## config.mk

```make
export PLATFORM = sky130hd
export DESIGN_NAME = bus_master_port
export DESIGN_NICKNAME = d
export VERILOG_FILES = /design/src/rtl/bus_master_port.sv
export SDC_FILE = /design/constraint.sdc
export NUM_CORES = 1
export LEC_CHECK = 0
export CAP_MARGIN = 20
export CORE_MARGIN = 10
export CORE_UTILIZATION = 40
export DETAILED_ROUTE_END_ITERATION = 10
export SETUP_SLACK_MARGIN = 0.1
export SLEW_MARGIN = 20
export SYNTH_ARGS = -nofsm -noshare
export SYNTH_HDL_FRONTEND = slang
export SYNTH_SLANG_ARGS = --single-unit
```

## constraint.sdc

```tcl
create_clock -name clk -period 1.8 [get_ports clk]
set_clock_uncertainty 0.05 [all_clocks]
set_input_delay 0.27 -clock clk [delete_from_list [all_inputs] [get_ports clk]]
set_output_delay 0.27 -clock clk [all_outputs]
set_load 0.02 [all_outputs]
```

## src/rtl/bus_master_port.sv

```systemverilog
// ---------------------------------------------------------------------------
// bus_master_port
//   Initiator end of the single-bit serial bus served by the BRAM slave.
//   It takes one parallel read or write request at a time. It sends a
//   header cycle and then the address MSB-first on the bus. For a write,
//   the write data is sent MSB-first on DataOut, aligned to the last N
//   address bits. For a read, it collects the serial read data from the
//   slave. Each accepted request ends with exactly one rsp_valid pulse.
//
//   Ports
//     clk, rst                 clock; asynchronous active-high reset
//     req_valid/req_ready      request handshake (req_ready is combinational)
//     req_wren, req_addr,      request: direction, address, write data
//     req_wdata
//     rsp_valid, rsp_rdata,    one-cycle response pulse, read data, timeout
//     rsp_err                  error flag
//     validOut, wren,          serial bus outputs to the slave (registered)
//     Address, DataOut
//     ready, validIn, DataIn   serial bus inputs from the slave
// ---------------------------------------------------------------------------
module bus_master_port #(
   parameter int N       = 8,
   parameter int ADN     = 12,
   parameter int TURN    = 2,
   parameter int TIMEOUT = 64
) (
   input  logic           clk,
   input  logic           rst,
   input  logic           req_valid,
   output logic           req_ready,
   input  logic           req_wren,
   input  logic [ADN-1:0] req_addr,
   input  logic [N-1:0]   req_wdata,
   output logic           rsp_valid,
   output logic [N-1:0]   rsp_rdata,
   output logic           rsp_err,
   output logic           validOut,
   output logic           wren,
   output logic           Address,
   output logic           DataOut,
   input  logic           ready,
   input  logic           validIn,
   input  logic           DataIn
);

   localparam int AW = (ADN > 1) ? $clog2(ADN) : 1;
   localparam int TW = $clog2(TIMEOUT + 1);
   localparam int DW = $clog2(N + 1);
   localparam int UW = $clog2(TURN + 1);

   typedef enum logic [2:0] {
      S_IDLE,
      S_HDR,
      S_ADDR,
      S_RWAIT,
      S_RDATA,
      S_TURN
   } state_t;

   state_t          r_state;
   logic [ADN-1:0]  r_ash;     // address shift register, MSB is the next bit out
   logic [ADN-1:0]  r_dsh;     // write data zero-padded to ADN bits, so it lines up with the address tail
   logic [N-2:0]    r_shift;   // read data collected so far; the newest bit completes the word
   logic [AW-1:0]   r_acnt;    // address bit index on the bus
   logic [TW-1:0]   r_tcnt;    // cycles spent in RWAIT/RDATA
   logic [DW-1:0]   r_dcnt;    // read data bits received
   logic [UW-1:0]   r_ucnt;    // turnaround cycles elapsed
   logic            w_req_ready;
   logic [N-1:0]    w_rd_next;
   logic            w_tmo;

   always_comb begin
      w_req_ready = (r_state == S_IDLE) & ready & ~rst;
      w_rd_next   = {r_shift, DataIn};
      w_tmo       = (r_tcnt == TW'(TIMEOUT - 1));
   end

   assign req_ready = w_req_ready;

   always_ff @(posedge clk or posedge rst) begin
      if (rst) begin
         r_state   <= S_IDLE;
         r_ash     <= '0;
         r_dsh     <= '0;
         r_shift   <= '0;
         r_acnt    <= '0;
         r_tcnt    <= '0;
         r_dcnt    <= '0;
         r_ucnt    <= '0;
         validOut  <= 1'b0;
         wren      <= 1'b0;
         Address   <= 1'b0;
         DataOut   <= 1'b0;
         rsp_valid <= 1'b0;
         rsp_err   <= 1'b0;
         rsp_rdata <= '0;
      end else begin
         rsp_valid <= 1'b0;
         rsp_err   <= 1'b0;
         case (r_state)
            S_IDLE: begin
               if (req_valid && w_req_ready) begin
                  r_ash    <= req_addr;
                  r_dsh    <= req_wren ? ADN'(req_wdata) : '0;
                  wren     <= req_wren;
                  validOut <= 1'b1;
                  Address  <= 1'b0;
                  DataOut  <= 1'b0;
                  r_state  <= S_HDR;
               end
            end

            // The bus outputs are registered, so each edge loads the bit for
            // the next cycle. Leaving HDR puts address bit 0 on the bus.
            S_HDR: begin
               Address <= r_ash[ADN-1];
               DataOut <= r_dsh[ADN-1];
               r_ash   <= r_ash << 1;
               r_dsh   <= r_dsh << 1;
               r_acnt  <= '0;
               r_state <= S_ADDR;
            end

            S_ADDR: begin
               if (r_acnt == AW'(ADN - 1)) begin
                  validOut <= 1'b0;
                  Address  <= 1'b0;
                  DataOut  <= 1'b0;
                  r_tcnt   <= '0;
                  r_dcnt   <= '0;
                  r_ucnt   <= '0;
                  if (wren) begin
                     rsp_valid <= 1'b1;
                     rsp_rdata <= '0;
                     r_state   <= S_TURN;
                  end else begin
                     r_state   <= S_RWAIT;
                  end
               end else begin
                  Address <= r_ash[ADN-1];
                  DataOut <= r_dsh[ADN-1];
                  r_ash   <= r_ash << 1;
                  r_dsh   <= r_dsh << 1;
                  r_acnt  <= r_acnt + 1'b1;
               end
            end

            // The first validIn beat is the slave preamble and carries no data.
            S_RWAIT: begin
               if (w_tmo) begin
                  rsp_valid <= 1'b1;
                  rsp_err   <= 1'b1;
                  rsp_rdata <= '0;
                  r_state   <= S_TURN;
               end else begin
                  r_tcnt <= r_tcnt + 1'b1;
                  if (validIn) begin
                     r_state <= S_RDATA;
                  end
               end
            end

            // If the last data bit arrives in the same cycle as the timeout,
            // the data wins.
            S_RDATA: begin
               if (validIn && (r_dcnt == DW'(N - 1))) begin
                  rsp_valid <= 1'b1;
                  rsp_rdata <= w_rd_next;
                  r_state   <= S_TURN;
               end else if (w_tmo) begin
                  rsp_valid <= 1'b1;
                  rsp_err   <= 1'b1;
                  rsp_rdata <= '0;
                  r_state   <= S_TURN;
               end else begin
                  r_tcnt <= r_tcnt + 1'b1;
                  if (validIn) begin
                     r_shift <= w_rd_next[N-2:0];
                     r_dcnt  <= r_dcnt + 1'b1;
                  end
               end
            end

            S_TURN: begin
               if (r_ucnt == UW'(TURN - 1)) begin
                  wren    <= 1'b0;
                  r_state <= S_IDLE;
               end else begin
                  r_ucnt <= r_ucnt + 1'b1;
               end
            end

            default: begin
               r_state <= S_IDLE;
            end
         endcase
      end
   end

endmodule

```

Yosys cells after proc, flatten, opt, wreduce, memory -nomap -nowiden
Cells that the tools add are included.
- bits in registers: 65
- word-level logic and storage cells: 118
- $add $sub $neg: 4
- equal/unequal tests: 20
- multiplexer cells: 53
- bitwise gates (word level): 5
- reductions and logical operators: 21
- operator list (kind ; number):
    $pmux 12 s3 ; 2
    $mux 12 ; 4
    $mux 8 ; 5
    $mux 3 ; 8
    $pmux 8 s3 ; 1
    $mux 7 ; 3
    $pmux 7 s3 ; 1
    $mux 4 ; 5
    $pmux 3 s6 ; 1
    $reduce_and 3->1 ; 6
    $ne 2x2->1 const B ; 8
    $pmux 4 s2 ; 2
    $mux 1 ; 12
    $reduce_and 5->1 ; 2
    $reduce_bool 2->1 ; 5
    $pmux 1 s3 ; 3
    $add 4x1->4 const B ; 2
    $add 7x1->7 const B ; 1
    $eq 7x6->1 const B ; 1
    $eq 3x2->1 const B ; 2
    $eq 3x3->1 const B ; 2
    $ne 3x3->1 const B ; 2
    $pmux 1 s2 ; 3
    $reduce_bool 3->1 ; 2
    14 further kinds ; 20

Longest topological paths before layout
Gate-level depths: netlist of run 1.
- word-level depth: 6
- gate-level depth with buffers: 7
- mapped depth without buffers: 6

Worst setup path after synthesis of run 1
OpenSTA, ideal clock, no wires.
- path type: input to register
- start point: in rst
- end point: reg wren
- setup time: 123 ps
- data arrival time: 2120 ps
- required time: 1627 ps
- setup slack: -493 ps
- cell stages on the path: 4
- buffers on the path: 0
- cells stage by stage: inv_1 > nand3_1 > a21oi_1 > o21ai_1
- word-level cells in the longest chain between the ends: 5
- RTL lines (what ; RTL line ; source):
    from (decl) ; 28 ; input logic rst,
    $not 1->1 ; 73 ; w_req_ready = (r_state == S_IDLE) & ready & ~rst;
    $and 1x1->1 ; 73 ;
    $logic_and 1x1->1 ; 102 ; if (req_valid && w_req_ready) begin
    $ne 2x1->1 (no source line) ; n/a ;
    $reduce_and 3->1 (no source line) ; n/a ;
    to (signal assigned) ; 105 ; wren <= req_wren;
    to (decl) ; 38 ; output logic wren,
Every way passes these cells.
A chain may end at the register's enable or synchronous reset.

Final worst setup path of run 1
- start point: reg r_tcnt[1]
- end point: reg r_tcnt[1]
- word-level cells in the longest chain between the ends: 4
- elaborated cells on any way between the ends: 5
- those cells by class: 1 x add/sub; 1 x eq/ne; 3 x mux
- RTL lines (what ; RTL line ; source):
    from (decl) ; 65 ; logic [TW-1:0] r_tcnt;
    from (signal assigned) ; 156 ; r_tcnt <= r_tcnt + 1'b1;
    from (signal assigned) ; 176 ; r_tcnt <= r_tcnt + 1'b1;
    $add 7x1->7 / $eq 7x6->1 (equally long branches) ; 156, 176, 75 ;
    $mux 7 (*) ; 150, 170 ;
    $mux 7 ; 166 ; if (validIn && (r_dcnt == DW'(N - 1))) begin
    $pmux 7 s3 (*) ; 100 ; case (r_state)
Every way passes the cells marked *; elsewhere a longest branch is shown, timed or not. The select of a mux whose other input is x is not followed.

==> results of run 1 <==
==> registers in the layout (all words and copies together), names as in the netlist <==
name,flops
r_ash,12
r_ucnt,2
r_dsh,12
rsp_err,1
wren,1
r_tcnt,7
r_dcnt,4
rsp_rdata,8
Address,1
rsp_valid,1
DataOut,1
r_state,3
r_shift,7
r_acnt,4
validOut,1
==> cell usage after synthesis, types with 2 or more instances <==
| master | instances | area, um2 |
|---|---|---|
| dfrtp_1 | 65 | 1630 |
| nand2_1 | 44 | 165 |
| nor2_1 | 26 | 97.6 |
| nand3_1 | 25 | 125 |
| a31oi_1 | 21 | 131 |
| o21ai_1 | 12 | 60.1 |
| a21oi_1 | 11 | 55.1 |
| inv_1 | 11 | 41.3 |
| a22o_1 | 10 | 87.6 |
| buf_2 | 9 | 45.0 |
| mux2_1 | 8 | 90.1 |
| o21ai_0 | 7 | 35.0 |
| clkbuf_1 | 5 | 18.8 |
| ha_1 | 4 | 50.1 |
| nand2b_1 | 4 | 25.0 |
| mux2i_1 | 3 | 30.0 |
| nor3_1 | 3 | 15.0 |
| o31ai_1 | 3 | 22.5 |
| a21oi_2 | 2 | 17.5 |
| a41oi_1 | 2 | 17.5 |
| and3_1 | 2 | 12.5 |
| and3b_1 | 2 | 17.5 |
| buf_4 | 2 | 15.0 |
| buf_6 | 2 | 22.5 |
| inv_2 | 2 | 7.51 |
| nand4_1 | 2 | 12.5 |
| nor3b_1 | 2 | 15.0 |
| nor3b_2 | 2 | 25.0 |
| nor4_1 | 2 | 12.5 |
| o211ai_1 | 2 | 15.0 |
| or3_1 | 2 | 12.5 |
==> stage by stage <==
stage	total power [mW]	worst slack (ns)	area, um2
2_1_floorplan	4.28	0.0335	3160
3_3_place_gp	5.37	-0.148	4020
3_5_place_dp	5.46	-0.156	4020
5_1_grt	10.1	-0.212	5280
6_report	9.57	-0.0791	5280
4_1_cts	8.39	-0.0446	4770
==> logic make-up after synthesis <==
group | count (synthesis) | share of synthesized area (%)
mux | 11 | 3.86
buf+inv | 31 | 4.83
fa+ha+maj | 4 | 1.61
simple gates | 126 | 20.3
flops | 65 | 52.3
compound gates | 76 | 16.5
xor+xnor | 2 | 0.564
==> routing by layer <==
layer	vias up	share of wire, %	wire [um]	track usage (%)
li1	1388	-	-	-
met3	16	4.8	437	3.93
met1	1416	41	3780	17.8
met5	-	0	0	0
met2	72	52	4750	24.7
met4	0	1.6	147	4.48
==> repair_timing <==
item / 4_1_cts / 5_1_grt
setup buffers: 19 / 17
pin swaps: 8 / 18
resized for setup: 50 / 71
setup endpoints to repair: 52 / 63
cloned: 7 / 5
==> cell type report <==
class	instances	area, um2
Fill cell	541	2360
Multi-Input combinational cell	221	1850
Sequential cell	65	1630
Timing Repair Buffer	132	1400
Tap cell	102	128
Clock buffer	9	124
Clock inverter	7	101
Inverter	13	55.1
==> power groups by stage <==
stage	Sequential (mW)	Clock (mW)	Combinational [mW]
2_1_floorplan	2.31	0	1.97
3_3_place_gp	2.26	0	3.11
3_5_place_dp	2.29	0	3.18
4_1_cts	2.28	1.42	4.69
5_1_grt	2.44	1.51	6.16
6_report	2.39	1.42	5.76
==> final timing paths <==
check,to,slack [ns],depth (start not counted)
worst max-delay path,r_tcnt[1],-0.08,7
worst min-delay path,wren,0.14,3
worst max register to register,r_tcnt[1],-0.08,7
worst min register to register,r_ucnt[0],0.44,1
max in group asynchronous,r_state[0],1.21,3
min in group clk,r_ash[9],0.42,3
==> critical path: stages, from the launching register on <==
cell,delay (ns)
dfrtp_1,0.39
ha_4,0.17
nand3_4,0.08
buf_4,0.15
nor3_2,0.33
or2_1,0.19
nand2_1,0.08
mux2_1,0.32
==> run_results.csv, run 1 <==
group,metric,value,unit
placement,port_buffers,41,
power,p_leak,2.33,nW
critical_path,crit_start,"r_tcnt[1]",
placement,dpl.hpwl,4920,um
grt,grt_pass1_vias,2918,
critical_path,cp_data_arrival_time,2.06,ns
sta,relSlewSlack,75.2,%
synthesis,synthArstFlopShare,100,%
clocking,cts_inserted_buffers,9,
grt,grt_pass1_wl,14000,um
clocking,h-tree-depth,3,
clocking,clock-sinks,65,
route,ant_nets,0,
floorplan,start_util,40.6,%
route,num_vias,2892,
finish,diodes,0,
grt,overflow,0,
clocking,clk_pin_slew,0.08,ns
outcome,failed_checks,"setup timing",
grt,track_usage,14.6,%
finish,mostFrequentLayoutCells,"dfrtp_1, buf_4, nand2_1, clkdlybuf4s50_1, nand3_1",
grt,antenna_found_initial,0,
sta,timing.final.crit_share,104,%
sta,fmax,0.532,GHz
sta,setup_violations,28,
sta,grt_setup_unrepaired,"yes",
sta,final-hold-violation-count,0,
critical_path,path_max_fanout,5,
synthesis,synthDistinctLibCells,49,
sta,hold_slack,0.139,ns
floorplan,core_area,7650,um2
clocking,holdBufCountCts,0,
clocking,cts_root_buf,"clkbuf_8",
route,first_pass_iters,4,
flow_run,cap_violations,0,
route,post-route-drc-count,0,
critical_path,critPathLaunchType,"flip-flop",
grt,grt_start_max_net_pins,66,
route,first_iter_violations,113,
critical_path,endpoint_kind,"flip-flop",
finish,nets,473,
power,switching_share,38.9,%
critical_path,r2r_start,"r_tcnt[1]",
power,pwr-share-seq,24.9,%
sta,worst_pin_slew,0.370,ns
synthesis,ys_ff_latch,65,
finish,final_core_util,69.1,%
sta,finalMaxSlewViolations,0,
critical_path,path_class,"reg -> reg",
floorplan,die_x,108,um
critical_path,cp.required,1.98,ns
synthesis,synthesis.nets,346,
synthesis,synthFlopType,"dfrtp_1",
finish,drive_gt1_share,42.3,%
power,p_int,5.85,mW
clocking,insertion_delay,0.35,ns
power,power.density,1810,nW/um2
floorplan,io_pins,42,
floorplan,num_rows,32,
sta,final.min_clock_period,1.88,ns
finish,finalNonFillerCells,549,
sta,setup_tns,-0.429,ns
placement,globalplace.congestion,0.746,
synthesis,seq_area_frac_synth,52.3,%
power,pwr-share-clk,14.9,%
clocking,cts_tree,"yes",
placement,dp.cells,488,
synthesis,synth_edf_count,0,
route,wl,9110,um
finish,syn2layout_area_growth,70.0,%
outcome,status,"finished, violations left",
sta,layout_setup_ws,-0.0791,ns
floorplan,die_h,108,um
route,avgRoutedWirePerCell,16.6,um
route,vias_per_cell,5.27,
hold_path,hold_path_class,"in -> async",
synthesis,avgSynthCellArea,9.87,um2
synthesis,syn_area,3110,um2
power,p_sw,3.72,mW
clocking,clockBufferDepth,2,
power,combPwrFrac,60.2,%
synthesis,yosys_warnings,0,
floorplan,dieArea,11700,um2
power,ir_drop,0.901,mV
synthesis,postSynthCellCount,315,
No activity file was read; power rests on OpenSTA's default activity.
==> inputs of run 2 (changes only) <==
Settings changed: CAP_MARGIN 20 to default.
==> results of run 2 <==
Same layout as run 1: the final DEF is identical, and so are final timing and power.
